<file path="config.mk">
export PLATFORM = sky130hd
export DESIGN_NAME = program_loader_flat
export DESIGN_NICKNAME = d
export VERILOG_FILES = /design/src/rtl/program_loader_if.sv /design/src/rtl/program_loader.sv /design/src/flat_wrapper.sv
export SDC_FILE = /design/constraint.sdc
export NUM_CORES = 1
export LEC_CHECK = 0
export ABC_AREA = 1
export BUFFER_PORTS_ARGS = -buffer_cell sky130_fd_sc_hd__buf_4
export CELL_PAD_IN_SITES_DETAIL_PLACEMENT = 1
export CELL_PAD_IN_SITES_GLOBAL_PLACEMENT = 1
export CORE_MARGIN = 5
export CORE_UTILIZATION = 40
export CTS_CLUSTER_SIZE = 24
export DETAILED_ROUTE_END_ITERATION = 8
export PLACE_DENSITY_LB_ADDON = 0.25
export SLEW_MARGIN = 25
export SYNTH_ARGS = -nofsm -noshare
export SYNTH_HDL_FRONTEND = slang
export SYNTH_SLANG_ARGS = --single-unit
</file>
<file path="constraint.sdc">
create_clock -name i_clk -period 1.6 [get_ports i_clk]
set_input_delay 0.08 -clock i_clk [delete_from_list [all_inputs] [get_ports i_clk]]
set_output_delay 0.08 -clock i_clk [all_outputs]
set_load 0.05 [all_outputs]
</file>
<file path="src/rtl/program_loader_if.sv">
// Byte-stream input and CPU instruction-write/control bundle for the program loader.
// The loader uses slave; the byte source and the CPU side use master.
interface program_loader_if;
  logic [7:0]  i_rx_data;
  logic        i_rx_valid;
  logic        i_load;
  logic [7:0]  o_instr_addr;
  logic [15:0] o_instr;
  logic        o_instr_we;
  logic        o_ON;
  logic        o_control_en;
  logic        o_cpu_rst;
  logic        o_busy;
  logic        o_err;

  modport master (
    output i_rx_data, i_rx_valid, i_load,
    input  o_instr_addr, o_instr, o_instr_we, o_ON, o_control_en, o_cpu_rst, o_busy, o_err
  );

  modport slave (
    input  i_rx_data, i_rx_valid, i_load,
    output o_instr_addr, o_instr, o_instr_we, o_ON, o_control_en, o_cpu_rst, o_busy, o_err
  );
endinterface

</file>
<file path="src/rtl/program_loader.sv">
// Frames, checksums and writes a boot image into CPU instruction memory, then releases the CPU.
// Word write strobe one cycle after its low byte; no backpressure, bytes are taken on every strobe.
module program_loader #(
  parameter int TIMEOUT  = 1000,
  parameter int TO_WIDTH = 20
) (
  input logic             i_clk,
  input logic             i_rst,
  program_loader_if.slave bus
);

  typedef enum logic [2:0] {
    S_IDLE, S_COUNT, S_HI, S_LO, S_CHK, S_RUN, S_ERR
  } state_t;

  localparam logic [7:0] SYNC = 8'hA5;

  state_t              state, state_nxt;
  logic [8:0]          remaining;
  logic [7:0]          addr;
  logic [7:0]          hi_byte;
  logic [7:0]          xor_acc;
  logic [TO_WIDTH-1:0] to_cnt;
  logic                busy_st;
  logic                byte_vld;
  logic                timeout_hit;
  logic [7:0]          instr_addr_q;
  logic [15:0]         instr_q;
  logic                instr_we_q;
  logic                err_q;

  assign busy_st     = (state == S_COUNT) || (state == S_HI) || (state == S_LO) || (state == S_CHK);
  // A load request wins over a coincident byte, which is then dropped.
  assign byte_vld    = bus.i_rx_valid && !bus.i_load;
  assign timeout_hit = busy_st && !bus.i_rx_valid && (to_cnt == TO_WIDTH'(TIMEOUT - 1));

  always_ff @(posedge i_clk or negedge i_rst) begin
    if (!i_rst) state <= S_IDLE;
    else        state <= state_nxt;
  end

  always_comb begin
    state_nxt = state;
    if (bus.i_load) begin
      state_nxt = S_IDLE;
    end else if (timeout_hit) begin
      state_nxt = S_ERR;
    end else if (bus.i_rx_valid) begin
      case (state)
        S_IDLE:  if (bus.i_rx_data == SYNC) state_nxt = S_COUNT;
        S_COUNT: state_nxt = S_HI;
        S_HI:    state_nxt = S_LO;
        S_LO:    state_nxt = (remaining == 9'd1) ? S_CHK : S_HI;
        S_CHK:   state_nxt = (bus.i_rx_data == xor_acc) ? S_RUN : S_ERR;
        default: state_nxt = state;
      endcase
    end
  end

  always_comb begin
    bus.o_ON         = (state == S_RUN);
    bus.o_control_en = (state == S_RUN);
    bus.o_cpu_rst    = (state != S_RUN);
    bus.o_busy       = busy_st;
    bus.o_err        = err_q;
    bus.o_instr_addr = instr_addr_q;
    bus.o_instr      = instr_q;
    bus.o_instr_we   = instr_we_q;
  end

  always_ff @(posedge i_clk or negedge i_rst) begin
    if (!i_rst) begin
      remaining    <= '0;
      addr         <= '0;
      hi_byte      <= '0;
      xor_acc      <= '0;
      to_cnt       <= '0;
      instr_addr_q <= '0;
      instr_q      <= '0;
      instr_we_q   <= 1'b0;
      err_q        <= 1'b0;
    end else begin
      instr_we_q <= 1'b0;

      if (!busy_st || bus.i_rx_valid || bus.i_load) to_cnt <= '0;
      else                                          to_cnt <= to_cnt + 1'b1;

      if (state_nxt == S_ERR)        err_q <= 1'b1;
      else if (state_nxt == S_COUNT) err_q <= 1'b0;

      if (byte_vld) begin
        case (state)
          S_COUNT: begin
            // A count of zero stands for a full 256-word image.
            remaining <= (bus.i_rx_data == 8'h00) ? 9'd256 : {1'b0, bus.i_rx_data};
            addr      <= '0;
            xor_acc   <= bus.i_rx_data;
          end
          S_HI: begin
            hi_byte <= bus.i_rx_data;
            xor_acc <= xor_acc ^ bus.i_rx_data;
          end
          S_LO: begin
            instr_q      <= {hi_byte, bus.i_rx_data};
            instr_addr_q <= addr;
            instr_we_q   <= 1'b1;
            xor_acc      <= xor_acc ^ bus.i_rx_data;
            addr         <= addr + 8'd1;
            remaining    <= remaining - 9'd1;
          end
          default: ;
        endcase
      end
    end
  end

endmodule

</file>
<file path="src/flat_wrapper.sv">
// flat-port wrapper written by rule: the top's interface ports become plain ports
module program_loader_flat 
#(
  parameter int TIMEOUT  = 1000,
  parameter int TO_WIDTH = 20
)
  (i_clk, i_rst, bus_i_rx_data, bus_i_rx_valid, bus_i_load, bus_o_instr_addr, bus_o_instr, bus_o_instr_we, bus_o_ON, bus_o_control_en, bus_o_cpu_rst, bus_o_busy, bus_o_err);
  program_loader_if bus_i ();
  input logic i_clk;
  input logic i_rst;
  input wire logic [$bits(bus_i.i_rx_data)-1:0] bus_i_rx_data;
  input wire logic [$bits(bus_i.i_rx_valid)-1:0] bus_i_rx_valid;
  input wire logic [$bits(bus_i.i_load)-1:0] bus_i_load;
  output wire logic [$bits(bus_i.o_instr_addr)-1:0] bus_o_instr_addr;
  output wire logic [$bits(bus_i.o_instr)-1:0] bus_o_instr;
  output wire logic [$bits(bus_i.o_instr_we)-1:0] bus_o_instr_we;
  output wire logic [$bits(bus_i.o_ON)-1:0] bus_o_ON;
  output wire logic [$bits(bus_i.o_control_en)-1:0] bus_o_control_en;
  output wire logic [$bits(bus_i.o_cpu_rst)-1:0] bus_o_cpu_rst;
  output wire logic [$bits(bus_i.o_busy)-1:0] bus_o_busy;
  output wire logic [$bits(bus_i.o_err)-1:0] bus_o_err;
  assign bus_i.i_rx_data = bus_i_rx_data;
  assign bus_i.i_rx_valid = bus_i_rx_valid;
  assign bus_i.i_load = bus_i_load;
  assign bus_o_instr_addr = bus_i.o_instr_addr;
  assign bus_o_instr = bus_i.o_instr;
  assign bus_o_instr_we = bus_i.o_instr_we;
  assign bus_o_ON = bus_i.o_ON;
  assign bus_o_control_en = bus_i.o_control_en;
  assign bus_o_cpu_rst = bus_i.o_cpu_rst;
  assign bus_o_busy = bus_i.o_busy;
  assign bus_o_err = bus_i.o_err;
  program_loader #(.TIMEOUT(TIMEOUT), .TO_WIDTH(TO_WIDTH)) u_core (.i_clk(i_clk), .i_rst(i_rst), .bus(bus_i));
endmodule
</file>
==> results.toml, run 1 <==
[status]
status = "complete, but fails checks"
failed_checks = "negative setup slack"

[floorplanning]
initial_utilization = 0.405
core_area_mm2 = 0.0102
dieArea_mm2 = 0.0124
core.rowCount = 37
ios = 42
die_h_um = 111
dieWidth_um = 111

[clock_network]
clock_sinks = 82
cts_buffers = 9
clk_path_buf_depth = 2
htreeDepth = 3
clk_latency_ns = 0.36
root_buffer = "clkbuf_8"
path_clk_slew_ns = 0.09
tritoncts = "built"

[setup_path]
cp_cell_sequence = "ha_2 -> nand2_2 -> buf_4 -> inv_1 -> nand3_1 -> nor2_2 -> nand3_2 -> a21oi_2 -> a21oi_1 -> a21oi_2"
critPathLaunchType = "flop"
crit_buf_inv = 2
critPathTopFamily = "simple AND/OR/NAND/NOR gates"
slowest_delay_ns = 0.37
critPathCapture = "u_core.bus.o_err$_DFFE_PN0P_"
crit_cells = 10
required_ns = 1.89
critPathSlowestCell = "dfrtp_1"
r2r_slack_ns = -0.13
reg2reg_from = "u_core.to_cnt[1]$_DFF_PN0_"
startpoint = "u_core.to_cnt[1]$_DFF_PN0_"
path_class = "reg2reg"
cp_max_fo = 3
critPathArrivalTime_ns = 2.02
r2r-end = "u_core.bus.o_err$_DFFE_PN0P_"
rr_worst_depth = 10
crit_top_cell = "a21oi_2"
cp-end-kind = "flop"

[cells_and_area]
nets = 600
antenna_cells = 0
drive_above_1_share = 0.278
area_growth_pct = 28.3
layout.cells.non_filler = 725

[logic_synthesis]
ys_async_sr_fraction = 1.00
synth_edf_count = 0
yosysMostFrequentCell = "nand2_1"
ys.flop_type = "dfrtp_1"
ys_seq_elements = 82
synth_cell_types = 36
yosys_warnings = 0
postSynthNetCount = 515
syn-instance-count = 499
synthTopCellsByArea = "dfrtp_1, nand2_1, nor2_1"
synth_commonest_cells = "nand2_1, dfrtp_1, nor2_1, o21ai_0, inv_1"
syn_area_mm2 = 0.00412
avgSynthCellArea_um2 = 8.26
yosysTopAreaCell = "dfrtp_1"
synth_top_cell_area_share = 0.498
seq_area_frac_synth = 0.498

[grt]
grt_pass1_wl_um = 19200
grt_pass1_vias = 3910
antenna_found_initial = 0
grt_start_max_net_pins = 47
grt-ovfl-total = 0
track_usage = 0.188

[timing]
skew_ns = 0.0100
max_slew_margin = 0.627
period_share = 1.08
hold_viol = 0
finalCriticalPeriod_ns = 1.73
setup_viol = 7
maxSlewViolCount = 0
rsz0062_at_grt = "yes"
fmax_mhz = 578
postLayoutSetupSlackWorst_ns = -0.130
max_slew.worst_pin.slew_ns = 0.559

[pwr]
ir_worst_vdd_uv = 373
p_per_area_mw_per_mm2 = 1050
leakage_nw = 2.55

[routing]
drt_wl_total_um = 12200
vias = 3738
final_antenna_net_count = 0
drt-pass1-iter-count = 4
route.detailed.drc = 0
wire_per_inst_um = 16.8
via_per_inst = 5.16
drtIter0Drc = 146

[min_path]
hp-class = "in2reg"

[placement]
port_buffers = 41
place_inst = 687
place_congestion = 0.815
dp_worst_setup_slack_ns = -0.0734
dp.final_hpwl_um = 8040

[run]
drv_cap = 0
## area by class of cell
| type | count | area (um2) |
|---|---|---|
| well taps | 136 | 170 |
| flip-flops and latches | 82 | 2060 |
| inverters | 53 | 204 |
| repair buffers | 87 | 682 |
| multi-input cells | 351 | 1960 |
| fillers | 1238 | 4900 |
| clock buffers | 10 | 128 |
| clock inverters | 6 | 90.1 |
## worst min-delay path by stage
stage | slack, ns | startpoint | end | cells after the start
after global placement | 0.01 | i_rst | u_core.bus.o_instr_we$_DFF_PN0_ | 1
after floorplan | -0.22 | i_rst | u_core.addr[0]$_DFFE_PN0P_ | 0
final | 0.02 | bus_i_rx_data[4] | u_core.remaining[4]$_DFFE_PN0P_ | 3
after global routing | 0.007 | bus_i_rx_data[4] | u_core.remaining[4]$_DFFE_PN0P_ | 3
after detailed placement | 0.009 | i_rst | u_core.bus.o_instr[10]$_DFFE_PN0P_ | 1
after CTS | 0.009 | bus_i_rx_data[4] | u_core.remaining[4]$_DFFE_PN0P_ | 3
## layer usage
metal | global-route usage | wire length (um)
met3 | 0.0332 | 384
met4 | 0.0633 | 208
met2 | 0.328 | 6290
met1 | 0.237 | 5280
met5 | 0 | 0
## stage by stage
stage	TNS (ns)	area (um2)	hold slack, ns	power (mW)	utilization
finish	-0.390	5290	0.0236	5.54	0.519
global route	-1.49	5290	0.00671	5.86	0.519
CTS	-0.0260	5090	0.00894	5.52	0.500
detailed placement	-0.181	4730	0.00925	3.79	0.464
global placement	-0.00268	4730	0.00993	3.72	0.464
floorplan	0	4130	-0.216	3.39	-
## registers in the layout (all words and copies together) (netlist names)
name                     flops
u_core.hi_byte               8
u_core.bus.o_instr          16
u_core.bus.o_instr_we        1
u_core.addr                  8
u_core.bus.o_instr_addr      8
u_core.to_cnt               20
u_core.bus.o_err             1
u_core.remaining             9
u_core.xor_acc               8
u_core.state                 3
## worst reg2reg max path: stages, from the launching register on
cell and delay [ns]:
dfrtp_1 0.37, ha_2 0.19, nand2_2 0.08, buf_4 0.15, inv_1 0.08, nand3_1 0.13, nor2_2 0.15, nand3_2 0.12
a21oi_2 0.18, a21oi_1 0.10, a21oi_2 0.11
## report_power, final
part           internal (mW)  switching, mW
clock network          0.886          0.810
registers               2.38          0.225
logic                  0.472          0.763
total                   3.74           1.80
## cells by family (layout without fill, tap and decap cells)
logic type / after synthesis / count (layout) / share of synthesized area
DFF: 82 / 82 / 0.498
and+or+nand+nor: 241 / 241 / 0.266
AOI/OAI and AO/OA: 82 / 82 / 0.107
buffers and inverters: 66 / 156 / 0.0659
adders and majority gates: 4 / 4 / 0.0121
xor gates and xnor gates: 24 / 24 / 0.0510
## cell usage in the layout, fill, tap and decap left out, types with 9 or more instances in the layout
cell type,netlist,final
nor2_1,65,58
o21ai_0,48,45
xnor2_1,17,17
nand2_1,115,111
inv_2,8,13
a21oi_1,22,19
clkbuf_8,0,9
inv_1,45,38
buf_4,2,81
nand3_1,24,20
dfrtp_1,82,79
## repair_timing
item / 4_1_cts / 5_1_grt
hold buffers: 2 / 0
endpoints found under the hold margin: 83 / 0
resized for setup: 12 / 41
endpoints found under the setup margin: 9 / 22
pin swaps: 7 / 16
setup buffers: 12 / 10
Note: power is estimated with default switching activity, not from simulation.
==> run 2, diff against run 1 <==
--- a/config.mk
+++ b/config.mk
@@ -14,6 +14,7 @@
 export CTS_CLUSTER_SIZE = 24
 export DETAILED_ROUTE_END_ITERATION = 8
 export PLACE_DENSITY_LB_ADDON = 0.25
+export REMOVE_ABC_BUFFERS = 1
 export SLEW_MARGIN = 25
 export SYNTH_ARGS = -nofsm -noshare
 export SYNTH_HDL_FRONTEND = slang
==> run 2 against run 1 <==
  * The run now ends clean
  * Global-route usage down 0.65 points
  * Register-to-register slack improved by 0.13 ns
  * Hold slack better by 0.0041 ns
  * Combinational power down 5%
  * Final cell count shrank 1.1%
  * Clock skew down 0.0041 ns
  * Clock power rose by 8%
  * Total power increased by 1.2%
  * Via count decreased by 5.0%
  * Maximum frequency grew 8.3%
  * Largest cell class unchanged
==> results.toml, run 2 (synthesis gave the netlist of run 1 again) <==
[timing]
max_slew.worst_pin.slew_ns = 0.399
postLayoutSetupSlackWorst_ns = 0.00283
maxSlewViolCount = 0
max_slew_margin = 0.732
hold_viol = 0
setup_viol = 0
rsz0062_at_grt = "yes"
finalCriticalPeriod_ns = 1.60
fin_setup_tns_ns = 0
period_share = 0.998
skew_ns = 0.00588
fmax_mhz = 626

[pwr]
ir_worst_vdd_uv = 445
p_comb_frac = 0.211
leakage_nw = 2.49
power_frac_clock = 0.328
seq_power_share = 0.462
power.internal_mw = 3.90
p_sw_mw = 1.70
swShare = 0.304
p_per_area_mw_per_mm2 = 1080

[clock_network]
path_clk_slew_ns = 0.08
cts_buffers = 9
tritoncts = "built"
htreeDepth = 3
clk_path_buf_depth = 2
clock_sinks = 82
root_buffer = "clkbuf_8"
clk_latency_ns = 0.36

[setup_path]
critPathArrivalTime_ns = 1.85
cp_cell_sequence = "ha_2 -> nand2_2 -> nor2_2 -> inv_2 -> nor2_4 -> inv_2 -> nor2_4 -> nand3_2 -> nor3_2 -> nand2_1 -> nand2_1 -> nor2_1"
rr_worst_depth = 12
critPathTopFamily = "simple AND/OR/NAND/NOR gates"
r2r-end = "u_core.to_cnt[18]$_DFF_PN0_"
critPathSlowestCell = "dfrtp_1"
required_ns = 1.86
critPathLaunchType = "flop"
slowest_delay_ns = 0.38
r2r_slack_ns = 0.003
reg2reg_from = "u_core.to_cnt[0]$_DFF_PN0_"
crit_buf_inv = 2
cp_max_fo = 3
path_class = "reg2reg"
crit_cells = 12
cp-end-kind = "flop"

[cells_and_area]
layout.cells.non_filler = 717
multiInputGateArea_mm2 = 0.00191
nets = 593
design_area_mm2 = 0.00520
area_growth_pct = 26.2
fin_util = 0.510
largest_reg_flops = 20
fillers = 1242
register_area_mm2 = 0.00205
antenna_cells = 0
drive_above_1_share = 0.256
final_cell_mix = "nand2_1, dfrtp_1, buf_4"
largest_register = "u_core.to_cnt"
mostFrequentLayoutCell = "nand2_1"

[placement]
place_congestion = 0.865
dp.final_hpwl_um = 8150
port_buffers = 41
dp_worst_setup_slack_ns = -0.0901
place_inst = 695
placed_area_mm2 = 0.00478

[routing]
vias = 3552
route.detailed.drc = 0
wire_per_inst_um = 15.2
via_per_inst = 4.95
final_antenna_net_count = 0
drtIter0Drc = 113
drt-pass1-iter-count = 4
drt_wl_total_um = 10900

[min_path]
whs_path_depth = 3
holdPathEnd = "u_core.remaining[3]$_DFFE_PN0P_"
hp-class = "in2reg"
worstHoldStart = "bus_i_rx_data[3]"

[floorplanning]
initial_utilization = 0.405
core.rowCount = 37
ios = 42
die_h_um = 111
dieArea_mm2 = 0.0124
dieWidth_um = 111
core_area_mm2 = 0.0102

[run]
drv_cap = 0

[grt]
grt_pass1_vias = 3775
grt-ovfl-total = 0
grt_pass1_wl_um = 18400
grt_start_max_net_pins = 40
track_usage = 0.182
antenna_found_initial = 0

[status]
status = "completed"
-- run 2: worst max path at each step --
stage / startpoint / to / slack, ns
global route: u_core.to_cnt[0]$_DFF_PN0_ / u_core.to_cnt[14]$_DFF_PN0_ / -0.13
global placement: u_core.to_cnt[0]$_DFF_PN0_ / u_core.to_cnt[18]$_DFF_PN0_ / 0.005
floorplan: u_core.state[2]$_DFF_PN0_ / bus_o_cpu_rst / -1.98
detailed placement: u_core.to_cnt[0]$_DFF_PN0_ / u_core.to_cnt[18]$_DFF_PN0_ / -0.09
finish: u_core.to_cnt[0]$_DFF_PN0_ / u_core.to_cnt[18]$_DFF_PN0_ / 0.003
CTS: u_core.to_cnt[0]$_DFF_PN0_ / u_core.to_cnt[18]$_DFF_PN0_ / -0.005
-- run 2: tightest hold or removal path, delay by kind of cell --
family          cells  cell delay [ns]
compound gates      2             0.16
buf+inv             1             0.11
-- run 2: cell type report --
| class | instances | share of cell area |
|---|---|---|
| Inverter | 53 | 0.0402 |
| Multi-Input combinational cell | 351 | 0.367 |
| Clock buffer | 10 | 0.0265 |
| Sequential cell | 82 | 0.395 |
| Timing Repair Buffer | 80 | 0.119 |
| Clock inverter | 5 | 0.0197 |
| Tap cell | 136 | 0.0327 |
-- run 2: metrics by stage --
stage,total power [mW],hold slack [ns]
2_1_floorplan,3.38,-0.216
3_3_place_gp,3.73,0.0293
3_5_place_dp,3.79,0.0315
4_1_cts,5.65,0.0157
5_1_grt,5.94,0.0495
6_report,5.61,0.0277
-- run 2: power groups by stage --
stage | clock, mW | combinational, mW | sequential, mW
4_1_cts | 1.89 | 1.18 | 2.58
6_report | 1.84 | 1.18 | 2.59
3_5_place_dp | 0 | 1.16 | 2.62
5_1_grt | 1.98 | 1.32 | 2.64
3_3_place_gp | 0 | 1.12 | 2.61
2_1_floorplan | 0 | 0.606 | 2.78
-- run 2: metal layers --
layer | GRT usage | up-vias | share of wire
li1 | - | 1753 | -
met5 | 0 | - | 0
met4 | 0.0770 | 0 | 0.023
met1 | 0.228 | 1723 | 0.45
met3 | 0.0304 | 19 | 0.027
met2 | 0.311 | 57 | 0.50
-- run 2: repair_timing --
action | in CTS | in global routing
endpoints found under the hold margin | 36 | 0
setup buffers | 0 | 5
hold buffers | 2 | 0
pin swaps | 0 | 9
endpoints found under the setup margin | 9 | 27
gates resized for setup | 9 | 32
